[src/rtl/traffic_pkg.sv]
// Shared constants for the traffic light controller: the one-hot light encoding,
// the default phase durations, and the default clock rate.
// traffic_fsm and traffic_timer both import this package.
package traffic_pkg;

    localparam int unsigned LIGHT_STATE_WIDTH = 3;

    typedef logic [LIGHT_STATE_WIDTH-1:0] light_state_t;

    localparam light_state_t LIGHT_GREEN  = 3'b001;
    localparam light_state_t LIGHT_YELLOW = 3'b010;
    localparam light_state_t LIGHT_RED    = 3'b100;

    localparam int unsigned GREEN_SEC_DEFAULT   = 30;
    localparam int unsigned YELLOW_SEC_DEFAULT  = 3;
    localparam int unsigned RED_SEC_DEFAULT     = 20;
    localparam int unsigned CLK_PER_SEC_DEFAULT = 50000000;

endpackage

[src/rtl/traffic_timer_if.sv]
// FSM <-> timer link.
// The FSM (master) drives the enable and the per-phase load request.
// The timer (slave) returns the two terminal flags.
interface traffic_timer_if;
    import traffic_pkg::*;

    logic         en;
    light_state_t light_cnt_init;
    logic         light_cnt_last;
    logic         second_cnt_pre_last;

    modport master (
        output en,
        output light_cnt_init,
        input  light_cnt_last,
        input  second_cnt_pre_last
    );

    modport slave (
        input  en,
        input  light_cnt_init,
        output light_cnt_last,
        output second_cnt_pre_last
    );

endinterface

[src/rtl/sec_prescaler.sv]
// Clock-to-second prescaler.
// sec_cnt runs 0..CLK_PER_SEC-1 while enabled and freezes when disabled.
// clr_i restarts the count at 0 and wins over counting.
module sec_prescaler #(
    parameter int unsigned CLK_PER_SEC = 4
) (
    input  logic clk,
    input  logic rst_n,
    input  logic en_i,
    input  logic clr_i,
    output logic tick_o,
    output logic pre_last_o
);

    localparam int unsigned CntW = (CLK_PER_SEC > 2) ? $clog2(CLK_PER_SEC) : 1;
    localparam logic [CntW-1:0] CntLast    = CntW'(CLK_PER_SEC - 1);
    localparam logic [CntW-1:0] CntPreLast = CntW'(CLK_PER_SEC - 2);

    logic [CntW-1:0] sec_cnt_q, sec_cnt_d;

    // Prescaler state register.
    always_ff @(posedge clk or negedge rst_n) begin
        if (!rst_n) begin
            sec_cnt_q <= '0;
        end else begin
            sec_cnt_q <= sec_cnt_d;
        end
    end

    // Next count: clear, wrap at the last cycle of the second, or hold while disabled.
    always_comb begin
        sec_cnt_d = sec_cnt_q;
        if (clr_i) begin
            sec_cnt_d = '0;
        end else if (en_i) begin
            sec_cnt_d = (sec_cnt_q == CntLast) ? '0 : sec_cnt_q + CntW'(1);
        end
    end

    // Flags are decoded straight from the register, gated by enable.
    always_comb begin
        tick_o     = en_i && (sec_cnt_q == CntLast);
        pre_last_o = en_i && (sec_cnt_q == CntPreLast);
    end

endmodule

[src/rtl/traffic_timer.sv]
// Timing back-end for traffic_fsm.
// A valid one-hot load request restarts the prescaler and loads the phase's
// seconds counter with duration-1. The counter then counts down once per second
// and saturates at 0.
// Optional feature, macro TRAFFIC_TIMER_REMAIN_EN: adds the remain_sec
// countdown-display output.
module traffic_timer
    import traffic_pkg::*;
#(
    parameter int unsigned CLK_PER_SEC = CLK_PER_SEC_DEFAULT,
    parameter int unsigned CNT_WIDTH   = 8,
    parameter int unsigned GREEN_SEC   = GREEN_SEC_DEFAULT,
    parameter int unsigned YELLOW_SEC  = YELLOW_SEC_DEFAULT,
    parameter int unsigned RED_SEC     = RED_SEC_DEFAULT
) (
    input  logic                 clk,
    input  logic                 rst_n,
    traffic_timer_if.slave       bus
`ifdef TRAFFIC_TIMER_REMAIN_EN
    ,
    output logic [CNT_WIDTH-1:0] remain_sec
`endif
);

    // Reject parameter sets that cannot be counted at this width.
    if (CLK_PER_SEC < 2) begin : g_bad_clk_per_sec
        $error("traffic_timer: CLK_PER_SEC must be >= 2");
    end
    if (GREEN_SEC < 1 || ((GREEN_SEC - 1) >> CNT_WIDTH) != 0) begin : g_bad_green
        $error("traffic_timer: GREEN_SEC out of range for CNT_WIDTH");
    end
    if (YELLOW_SEC < 1 || ((YELLOW_SEC - 1) >> CNT_WIDTH) != 0) begin : g_bad_yellow
        $error("traffic_timer: YELLOW_SEC out of range for CNT_WIDTH");
    end
    if (RED_SEC < 1 || ((RED_SEC - 1) >> CNT_WIDTH) != 0) begin : g_bad_red
        $error("traffic_timer: RED_SEC out of range for CNT_WIDTH");
    end

    localparam logic [CNT_WIDTH-1:0] GreenLoad  = CNT_WIDTH'(GREEN_SEC - 1);
    localparam logic [CNT_WIDTH-1:0] YellowLoad = CNT_WIDTH'(YELLOW_SEC - 1);
    localparam logic [CNT_WIDTH-1:0] RedLoad    = CNT_WIDTH'(RED_SEC - 1);

    logic [CNT_WIDTH-1:0] light_cnt_q, light_cnt_d;
    logic                 active_q, active_d;
    logic                 load;
    logic [CNT_WIDTH-1:0] load_val;
    logic                 tick;
    logic                 pre_last;

    sec_prescaler #(
        .CLK_PER_SEC (CLK_PER_SEC)
    ) u_sec_prescaler (
        .clk        (clk),
        .rst_n      (rst_n),
        .en_i       (bus.en),
        .clr_i      (load),
        .tick_o     (tick),
        .pre_last_o (pre_last)
    );

    // Decode the load request; zero-hot and multi-hot patterns are not loads.
    always_comb begin
        load     = 1'b1;
        load_val = '0;
        case (bus.light_cnt_init)
            LIGHT_GREEN:  load_val = GreenLoad;
            LIGHT_YELLOW: load_val = YellowLoad;
            LIGHT_RED:    load_val = RedLoad;
            default:      load     = 1'b0;
        endcase
    end

    // Seconds counter and phase-active registers.
    always_ff @(posedge clk or negedge rst_n) begin
        if (!rst_n) begin
            light_cnt_q <= '0;
            active_q    <= 1'b0;
        end else begin
            light_cnt_q <= light_cnt_d;
            active_q    <= active_d;
        end
    end

    // Load beats tick and enable.
    // Otherwise decrement once per second, saturating at 0.
    always_comb begin
        light_cnt_d = light_cnt_q;
        active_d    = active_q;
        if (load) begin
            light_cnt_d = load_val;
            active_d    = 1'b1;
        end else if (tick && (light_cnt_q != '0)) begin
            light_cnt_d = light_cnt_q - CNT_WIDTH'(1);
        end
    end

    // Terminal flags seen by the FSM; both are forced low while disabled.
    always_comb begin
        bus.light_cnt_last      = bus.en && active_q && (light_cnt_q == '0);
        bus.second_cnt_pre_last = pre_last;
    end

`ifdef TRAFFIC_TIMER_REMAIN_EN
    // Whole seconds left in the phase, including the running one.
    always_comb begin
        remain_sec = active_q ? light_cnt_q + CNT_WIDTH'(1) : '0;
    end
`endif

endmodule

[src/flat_wrapper.sv]
// flat-port wrapper written by rule: the top's interface ports become plain ports
module traffic_timer_flat import traffic_pkg::*;
#(
    parameter int unsigned CLK_PER_SEC = CLK_PER_SEC_DEFAULT,
    parameter int unsigned CNT_WIDTH   = 8,
    parameter int unsigned GREEN_SEC   = GREEN_SEC_DEFAULT,
    parameter int unsigned YELLOW_SEC  = YELLOW_SEC_DEFAULT,
    parameter int unsigned RED_SEC     = RED_SEC_DEFAULT
)
  (clk, rst_n, bus_en, bus_light_cnt_init, bus_light_cnt_last, bus_second_cnt_pre_last);
  traffic_timer_if bus_i ();
  input  logic clk;
  input  logic rst_n;
  input wire logic [$bits(bus_i.en)-1:0] bus_en;
  input wire logic [$bits(bus_i.light_cnt_init)-1:0] bus_light_cnt_init;
  output wire logic [$bits(bus_i.light_cnt_last)-1:0] bus_light_cnt_last;
  output wire logic [$bits(bus_i.second_cnt_pre_last)-1:0] bus_second_cnt_pre_last;
  assign bus_i.en = bus_en;
  assign bus_i.light_cnt_init = bus_light_cnt_init;
  assign bus_light_cnt_last = bus_i.light_cnt_last;
  assign bus_second_cnt_pre_last = bus_i.second_cnt_pre_last;
  traffic_timer #(.CLK_PER_SEC(CLK_PER_SEC), .CNT_WIDTH(CNT_WIDTH), .GREEN_SEC(GREEN_SEC), .YELLOW_SEC(YELLOW_SEC), .RED_SEC(RED_SEC)) u_core (.clk(clk), .rst_n(rst_n), .bus(bus_i));
endmodule
[config.mk]
export PLATFORM = sky130hd
export DESIGN_NAME = traffic_timer_flat
export DESIGN_NICKNAME = d
export VERILOG_FILES = /design/src/rtl/traffic_pkg.sv /design/src/rtl/traffic_timer_if.sv /design/src/rtl/sec_prescaler.sv /design/src/rtl/traffic_timer.sv /design/src/flat_wrapper.sv
export SDC_FILE = /design/constraint.sdc
export NUM_CORES = 1
export LEC_CHECK = 0
export ABC_AREA = 0
export CAP_MARGIN = 0
export CORE_UTILIZATION = 30
export DETAILED_ROUTE_END_ITERATION = 10
export SLEW_MARGIN = 30
export SYNTH_ARGS = -nofsm -noshare
export SYNTH_HDL_FRONTEND = slang
export SYNTH_SLANG_ARGS = --single-unit
[constraint.sdc]
create_clock -name clk -period 2.2 [get_ports clk]
set_clock_uncertainty 0.2 [all_clocks]
set_input_delay 0.22 -clock clk [delete_from_list [all_inputs] [get_ports clk]]
set_output_delay 0.22 -clock clk [all_outputs]
set_load 0.01 [all_outputs]
==> flow_summary.yaml, run 1 <==
grt:
  grt_pass1_wl_um: 10800
  grt_antenna_before_repair: 0
  first_global_vias: 2221
  grt_overflow: 0
  grt_start_max_net_pins: 36
  track_usage_pct: 16.2
sta:
  timing.final.crit_share_pct: 105
  setup-tns-final_ns: -0.232
  timing.slew.headroom_pct: 69.7
  worstMarginPinSlew_ns: 0.454
  final_max_slew_viol_count: 0
  fin_ws_ns: -0.110
  hold_viol: 0
  max_freq_mhz: 433
  hold_slack_ns: 0.142
  finalSetupViolations: 4
  rsz0062_at_grt: "yes"
  timing.final.crit_period_ns: 2.31
logic_synthesis:
  ys_types: 58
  syn_area_um2: 2410
  synthXorXnorAreaFrac_pct: 7.64
  synth-adder-area-share_pct: 2.08
  syn_nets: 261
  avgSynthCellArea_um2: 9.60
  ys_ff_latch: 35
  synth_top_family_by_area: "simple AND/OR/NAND/NOR gates"
  syn_inst: 251
  synth_ff_type: "dfrtp_1"
  synthMuxAreaShare_pct: 2.13
  yosysWarningCount: 0
  synthArstFlopShare_pct: 100
  synth_edf_count: 0
  synth.yosys.seq_area_share_pct: 36.4
  synth-simple-area-share_pct: 35.1
  synth_compound_area_share_pct: 12.5
floorplanning:
  dieWidth_um: 91.6
  rows: 32
  fp.coreArea_um2: 7730
  start_util_pct: 31.2
  io_pins: 8
  die_h_um: 91.6
  dieArea_um2: 8390
clock_network:
  cts.htree.levels: 2
  clk_pin_slew_worst_paths_ns: 0.08
  ctsLongestPathBuffers: 2
  cts.sink_count: 35
  cts_buffers: 5
  cts_tree: "built"
  clock-root-buffer: "clkbuf_8"
  ctsHoldBuffers: 0
  worstSkewPairLatency_ns: 0.29
cells_and_area:
  drive_above_1_share_pct: 34.7
  nNetsFinal: 329
  syn2layout_area_growth_pct: 34.3
  antennaDiodeCount: 0
setup_path:
  max_stage_delay_ns: 0.49
  crit_chain: "inv_2, ha_4, or4b_4, buf_6, o21ai_4, nor3_4, or3_1, a32oi_1"
  cp_max_fo: 5
  critical_path_arrival_ns: 2.32
  cp-end-kind: "register"
  path_delay_family: "simple AND/OR/NAND/NOR gates"
  cp-start-kind: "register"
  crit_buf_inv: 2
  critPathSlowestCell: "or4b_4"
  worstSetupPathType: "register to register"
  worstPathRequired_ns: 2.21
run_status:
  status: "finished, violations left"
  failed_checks: "setup timing"
routing:
  routed_via_density: 5.09
  vias: 2149
  routed_wl_um: 6130
  route.detailed.drc: 0
  drt_iter0_markers: 137
  drtPass1Iterations: 4
  wl_per_cell_um: 14.5
  detail-route-antenna-nets: 0
place:
  dp_hpwl_um: 4570
  gp_congestion: 0.847
  port_buffers: 7
pwr:
  p_leak_uw: 0.00145
  ir_worst_vdd_mv: 0.243
  powerDensity_nw_per_um2: 489
flow_run:
  cap_violations: 0
min_path:
  hp-class: "input port to asynchronous set/reset pin"
[sequential cells by signal, summed over array words and instances, names as in the netlist]
name	count
u_core.light_cnt_q	8
u_core.active_q	1
u_core.u_sec_prescaler.sec_cnt_q	26
[where the power goes]
part | switching (uW) | internal [uW]
clock | 243 | 286
sequential | 20.0 | 673
combinational | 186 | 172
total | 449 | 1130
[placed cells by master, fill, tap and decap left out, types with 3 or more instances in the layout]
cell type	instances
and4_1	5
ha_1	3
a21oi_1	7
clkbuf_8	7
or3_1	7
nand4_1	6
buf_4	61
nand3_1	14
o21ai_0	8
clkdlybuf4s50_1	5
and3_1	8
nor3_2	5
o21a_1	3
buf_6	3
nor4b_4	3
nor4_2	4
mux2i_1	4
xnor2_1	16
nor2_1	26
xor2_1	5
a21o_1	3
inv_1	9
nand2_1	14
dfrtp_1	35
[kinds of logic after synthesis]
family / after synthesis
buffers and inverters: 21
multiplexers: 5
AND/OR/NAND/NOR: 122
AO/OA/AOI/OAI: 43
flip-flops: 35
XOR/XNOR: 21
adder cells (fa/ha/maj): 4
[worst register-to-register path: cells and delay by family, from the launching register on]
family,cells,cell delay (ns)
simple gates,3,0.90
flops,1,0.41
compound gates,2,0.36
buf+inv,2,0.24
fa+ha+maj,1,0.13
[through the flow]
stage	std cells	setup WS, ns	instance area, um2	total power (uW)	utilization [%]
detailed placement	405	-0.150	2980	1030	38.5
floorplan	251	0.0684	2410	870	-
global route	422	-0.165	3230	1670	41.9
CTS	421	-0.117	3200	1600	41.5
global placement	405	-0.103	2980	1030	38.5
finish	422	-0.110	3230	1580	41.9
[synth_stat cells, types with 3 or more instances]
cell / number / area [um2]
a21o_1: 3 / 22.5
a21oi_1: 7 / 35.0
and3_1: 10 / 62.6
and4_1: 6 / 52.6
buf_2: 6 / 30.0
dfrtp_1: 35 / 876
ha_1: 4 / 50.1
inv_1: 11 / 41.3
mux2i_1: 4 / 40.0
nand2_1: 14 / 52.6
nand3_1: 14 / 70.1
nand4_1: 6 / 37.5
nor2_1: 27 / 101
nor3_2: 5 / 50.1
nor4_2: 5 / 62.6
o21a_1: 3 / 22.5
o21ai_0: 8 / 40.0
o22ai_1: 3 / 18.8
or3_1: 7 / 43.8
xnor2_1: 16 / 140
xor2_1: 5 / 43.8
[what timing repair did]
item                                    4_1_cts  5_1_grt
resized for setup                            19        8
cloned                                        0        0
endpoints found under the setup margin       10       28
buffers inserted                              8        2
pin swaps                                    10       10
[metal layers]
layer,vias up,global-route usage [%],routed length [um]
met3,7,2.85,136
met5,-,0,0
met4,0,4.76,74
li1,1061,-,-
met2,30,27.5,2940
met1,1051,20.8,2980
[path summary, 6_finish.rpt]
| kind | from | slack [ns] | depth (start not counted) | endpoint |
|---|---|---|---|---|
| max in group asynchronous | rst_n | 1.33 | 2 | u_core.u_sec_prescaler.sec_cnt_q[3]$_DFFE_PN0P_ |
| setup / recovery | u_core.light_cnt_q[1]$_DFFE_PN0P_ | -0.11 | 8 | u_core.light_cnt_q[0]$_DFFE_PN0P_ |
| hold reg to reg | u_core.active_q$_DFFE_PN0N_ | 0.28 | 1 | u_core.active_q$_DFFE_PN0N_ |
| min in group clk | u_core.active_q$_DFFE_PN0N_ | 0.28 | 1 | u_core.active_q$_DFFE_PN0N_ |
| hold / removal | rst_n | 0.14 | 2 | u_core.light_cnt_q[1]$_DFFE_PN0P_ |
| setup reg to reg | u_core.light_cnt_q[1]$_DFFE_PN0P_ | -0.11 | 8 | u_core.light_cnt_q[0]$_DFFE_PN0P_ |
[layout make-up]
class | count | area, um2
Fill cell | 738 | 4490
Multi-Input combinational cell | 195 | 1520
Sequential cell | 35 | 876
Timing Repair Buffer | 71 | 567
Tap cell | 102 | 128
Clock buffer | 8 | 100
Inverter | 11 | 41.3
(Power assumes the default switching activity.)
==> run 2, diff against run 1 <==
MAX_ROUTING_LAYER = met4   (was default)
==> run 2 against run 1 <==
Against the previous run:
- the flow still finishes with violations (setup timing)
- cell count unchanged
- critical path depth unchanged
- clock-buffer cell count unchanged
- sequential share of layout area unchanged
- worst setup slack better by 0.00086 ns
- utilization unchanged
- critical path type unchanged
- power about the same
==> flow_summary.yaml, run 2 (synthesis gave the netlist of run 1 again) <==
setup_path:
  worstPathRequired_ns: 2.21
  crit_cells: 8
  reg2reg_slack_ns: -0.11
  crit_end: "u_core.light_cnt_q[0]$_DFFE_PN0P_"
  reg2regPathDepth: 8
  critPathSlowestCell: "or4b_4"
  cp-end-kind: "register"
  cp_max_fo: 5
  path_delay_family: "simple AND/OR/NAND/NOR gates"
  max_stage_delay_ns: 0.49
  cp-start-kind: "register"
  worstSetupPathType: "register to register"
  reg2reg_from: "u_core.light_cnt_q[1]$_DFFE_PN0P_"
  crit_buf_inv: 2
  critical_path_arrival_ns: 2.32
  crit_chain: "inv_2, ha_4, or4b_4, buf_6, o21ai_4, nor3_4, or3_1, a32oi_1"
  crit_start: "u_core.light_cnt_q[1]$_DFFE_PN0P_"
  r2r_end: "u_core.light_cnt_q[0]$_DFFE_PN0P_"
clock_network:
  cts.sink_count: 35
  clock-root-buffer: "clkbuf_8"
  cts_tree: "built"
  cts.htree.levels: 2
  cts_buffers: 5
  worstSkewPairLatency_ns: 0.29
  ctsLongestPathBuffers: 2
  clk_pin_slew_worst_paths_ns: 0.08
run_status:
  status: "finished, violations left"
  failed_checks: "setup timing"
routing:
  vias: 2167
  detail-route-antenna-nets: 0
  wl_per_cell_um: 14.5
  drt_iter0_markers: 185
  routed_via_density: 5.14
  drtPass1Iterations: 5
  route.detailed.drc: 0
  routed_wl_um: 6110
sta:
  fin_ws_ns: -0.109
  timing.final.crit_share_pct: 105
  rsz0062_at_grt: "yes"
  worstMarginPinSlew_ns: 0.456
  hold_viol: 0
  setup-tns-final_ns: -0.218
  final_max_slew_viol_count: 0
  max_freq_mhz: 433
  timing.final.crit_period_ns: 2.31
  finalSetupViolations: 3
  timing.slew.headroom_pct: 69.6
  hold_slack_ns: 0.142
grt:
  grt_pass1_wl_um: 10800
  grt_overflow: 0
  grt_antenna_before_repair: 0
  grt_start_max_net_pins: 36
  track_usage_pct: 16.6
  first_global_vias: 2225
cells_and_area:
  layout_commonest_cell: "buf_4"
  fillers: 738
  largest_reg_flops: 26
  reg_top3: "u_core.u_sec_prescaler.sec_cnt_q x26, u_core.light_cnt_q x8, u_core.active_q x1"
  syn2layout_area_growth_pct: 34.3
  drive_above_1_share_pct: 34.7
  final_cell_mix: "buf_4, dfrtp_1, nor2_1, xnor2_1"
  regMostFlops: "u_core.u_sec_prescaler.sec_cnt_q"
  final_cells: 422
  antennaDiodeCount: 0
  nNetsFinal: 329
place:
  pre_cts_ws_ns: -0.150
  gp_congestion: 0.860
  port_buffers: 7
  dp_hpwl_um: 4570
  post-place-cells: 405
floorplanning:
  start_util_pct: 31.2
  rows: 32
  dieArea_um2: 8390
  fp.coreArea_um2: 7730
  dieWidth_um: 91.6
  io_pins: 8
  die_h_um: 91.6
pwr:
  p_switching_uw: 448
  combPwrFrac_pct: 22.6
  powerDensity_nw_per_um2: 488
  power_uw: 1580
  clkPwrFrac_pct: 33.5
  p_int_uw: 1130
  p_leak_uw: 0.00145
  p_seq_share_pct: 43.9
  ir_worst_vdd_mv: 0.244
  netSwitchingFraction_pct: 28.4
flow_run:
  cap_violations: 0
min_path:
  hp-class: "input port to asynchronous set/reset pin"
[run 2: cell counts in the layout (fill, tap and decap cells not counted)]
Identical to the previous run, type by type.
[run 2: area by class of cell]
class | instances | area [um2] | area share, %
multi-input cells | 195 | 1520 | 47.1
repair buffers | 71 | 567 | 17.5
well taps | 102 | 128 | 3.95
inverters | 11 | 41.3 | 1.28
clock buffers | 8 | 100 | 3.09
flip-flops and latches | 35 | 876 | 27.1
[run 2: worst min path at each step]
| stage | start | end | slack (ns) |
|---|---|---|---|
| finish | rst_n | u_core.light_cnt_q[1]$_DFFE_PN0P_ | 0.14 |
| global route | rst_n | u_core.light_cnt_q[4]$_DFFE_PN0P_ | 0.21 |
| CTS | rst_n | u_core.light_cnt_q[4]$_DFFE_PN0P_ | 0.16 |
| detailed placement | u_core.active_q$_DFFE_PN0N_ | u_core.active_q$_DFFE_PN0N_ | 0.25 |
| global placement | u_core.active_q$_DFFE_PN0N_ | u_core.active_q$_DFFE_PN0N_ | 0.24 |
| floorplan | rst_n | u_core.active_q$_DFFE_PN0N_ | -0.28 |
[run 2: per-stage QoR]
step	util (%)	cell area (um2)
6_report	41.9	3230
2_1_floorplan	-	2410
3_3_place_gp	38.5	2980
3_5_place_dp	38.5	2980
4_1_cts	41.5	3200
5_1_grt	41.9	3230
[run 2: per-layer routing]
metal	share of wire, %	wire length (um)	GRT usage, %	vias to the layer above
li1	-	-	-	1061
met3	3.5	216	2.85	5
met1	47	2870	20.7	1051
met4	1.2	75	4.76	0
met2	48	2950	27.6	50
met5	0	0	-	-
[run 2: power by group through the flow]
stage | Combinational (uW) | Sequential, uW | Clock, uW
2_1_floorplan | 157 | 713 | 0
3_3_place_gp | 322 | 703 | 0
4_1_cts | 355 | 693 | 553
5_1_grt | 394 | 698 | 575
3_5_place_dp | 325 | 704 | 0
6_report | 357 | 693 | 530
[run 2: what timing repair did]
action / in CTS / in global routing
endpoints found under the setup margin: 10 / 28
gates cloned: 0 / 0
setup buffers: 8 / 2
hold buffers: 0 / 0
pin swaps: 10 / 10
gates resized for setup: 19 / 8
==> run 3, diff against run 2 <==
CORE_UTILIZATION = 42   (was 30)
==> run 3 against run 2 <==
Against the previous run:
- the run still ends with setup timing left
- die area down 28%
- non-clock buffer count down 9
- via count down 1.8%
- wire length up 0.64%
- flip-flop and latch count unchanged
- clock power down 8.7%
- sequential share of layout area up 1.2 points
- utilization up 14 points
- combinational power down 2%
- final area down 4.1%
- sequential power about the same
- largest power group unchanged
==> flow_summary.yaml, run 3 (synthesis gave the netlist of run 1 again) <==
floorplanning:
  start_util_pct: 43.7
  rows: 27
  fp.coreArea_um2: 5510
  dieArea_um2: 6040
  io_pins: 8
  dieWidth_um: 77.7
  die_h_um: 77.7
clock_network:
  cts_tree: "built"
  ctsLongestPathBuffers: 2
  clk_pin_slew_worst_paths_ns: 0.07
  cts.htree.levels: 2
  cts_buffers: 5
  cts.sink_count: 35
  worstSkewPairLatency_ns: 0.29
  clock-root-buffer: "clkbuf_8"
cells_and_area:
  antennaDiodeCount: 0
  fillers: 457
  reg_top3: "u_core.u_sec_prescaler.sec_cnt_q x26, u_core.light_cnt_q x8, u_core.active_q x1"
  final_cell_mix: "buf_4, dfrtp_1, nor2_1, xnor2_1"
  drive_above_1_share_pct: 31.9
  largest_reg_flops: 26
  fin_util_pct: 56.3
  layout_commonest_cell: "buf_4"
  syn2layout_area_growth_pct: 28.8
  nNetsFinal: 320
  regMostFlops: "u_core.u_sec_prescaler.sec_cnt_q"
place:
  port_buffers: 7
  dp_hpwl_um: 4370
  gp_congestion: 0.866
setup_path:
  cp_max_fo: 5
  worstSetupPathType: "register to register"
  cp-start-kind: "register"
  critical_path_arrival_ns: 2.31
  cp-end-kind: "register"
  worstPathRequired_ns: 2.20
  critPathSlowestCell: "or4b_4"
  crit_chain: "inv_2, ha_4, or4b_4, buf_6, o21ai_4, nor3_4, or3_1, a32oi_2"
  max_stage_delay_ns: 0.47
sta:
  timing.slew.headroom_pct: 45.5
  rsz0062_at_grt: "yes"
  hold_slack_ns: 0.271
  fin_ws_ns: -0.108
  final_max_slew_viol_count: 0
  hold_viol: 0
  setup-tns-final_ns: -0.320
  timing.final.crit_period_ns: 2.31
  max_freq_mhz: 433
  finalSetupViolations: 4
  worstMarginPinSlew_ns: 0.818
  timing.final.crit_share_pct: 105
pwr:
  powerDensity_nw_per_um2: 492
  ir_worst_vdd_mv: 0.233
  p_leak_uw: 0.00140
min_path:
  hp-class: "register to register"
grt:
  first_global_vias: 2206
  track_usage_pct: 22.4
  grt_start_max_net_pins: 36
  grt_antenna_before_repair: 0
  grt_overflow: 0
  grt_pass1_wl_um: 10200
routing:
  vias: 2127
  wl_per_cell_um: 16.1
  drtPass1Iterations: 4
  detail-route-antenna-nets: 0
  route.detailed.drc: 0
  drt_iter0_markers: 108
  routed_via_density: 5.57
  routed_wl_um: 6150
run_status:
  failed_checks: "setup timing"
  status: "finished, violations left"
flow_run:
  cap_violations: 0
-- run 3: path summary, 6_finish.rpt --
kind | startpoint | endpoint | slack [ns] | depth (start not counted)
worst max-delay path | u_core.light_cnt_q[1]$_DFFE_PN0P_ | u_core.light_cnt_q[1]$_DFFE_PN0P_ | -0.11 | 8
worst min-delay path | u_core.u_sec_prescaler.sec_cnt_q[22]$_DFFE_PN0P_ | u_core.u_sec_prescaler.sec_cnt_q[22]$_DFFE_PN0P_ | 0.27 | 1
worst max register to register | u_core.light_cnt_q[1]$_DFFE_PN0P_ | u_core.light_cnt_q[1]$_DFFE_PN0P_ | -0.11 | 8
worst min register to register | u_core.u_sec_prescaler.sec_cnt_q[22]$_DFFE_PN0P_ | u_core.u_sec_prescaler.sec_cnt_q[22]$_DFFE_PN0P_ | 0.27 | 1
max in group asynchronous | rst_n | u_core.u_sec_prescaler.sec_cnt_q[15]$_DFFE_PN0P_ | 0.92 | 2
min in group asynchronous | rst_n | u_core.u_sec_prescaler.sec_cnt_q[5]$_DFFE_PN0P_ | 0.36 | 2
-- run 3: per-stage QoR --
step / area [um2] / power, uW / instances / setup WS [ns]
after floorplan: 2410 / 870 / 251 / 0.0684
after CTS: 3030 / 1530 / 380 / -0.0651
after global placement: 2870 / 1010 / 366 / -0.0709
after global routing: 3100 / 1600 / 382 / -0.184
after detailed placement: 2870 / 1020 / 366 / -0.147
final: 3100 / 1530 / 382 / -0.108
-- run 3: worst max-delay path, delay by kind of cell, from the launching register on --
kind / cells / cell delay (ns)
flops: 1 / 0.40
fa+ha+maj: 1 / 0.13
buf+inv: 2 / 0.23
simple gates: 3 / 0.88
compound gates: 2 / 0.39
-- run 3: final cells by class --
class                   instances  area (um2)  share of cell area [%]
well taps                      72        90.1                    2.90
flip-flops and latches         35         876                    28.2
multi-input cells             195        1510                    48.6
repair buffers                 62         500                    16.1
clock inverters                 1        5.00                   0.161
clock buffers                   6        82.6                    2.66
inverters                      11        41.3                    1.33
-- run 3: per-layer routing --
layer	GRT usage [%]	up-vias	share of wire [%]
li1	-	1043	-
met1	29.3	1025	47
met2	34.5	47	47
met3	4.12	12	4.0
met4	8.68	0	1.2
met5	-	-	0
-- run 3: power breakdown --
part | switching (uW) | leakage (uW) | internal, uW
sequential | 20.2 | 0.000469 | 673
clock | 238 | 0.0000470 | 246
combinational | 184 | 0.000879 | 166
-- run 3: timing repair --
action | CTS | global route
buffers inserted | 6 | 2
endpoints found under the hold margin | 35 | 0
hold buffers | 1 | 0
resized for setup | 11 | 9
setup endpoints to repair | 7 | 22
pin swaps | 3 | 4
gates cloned | 0 | 0
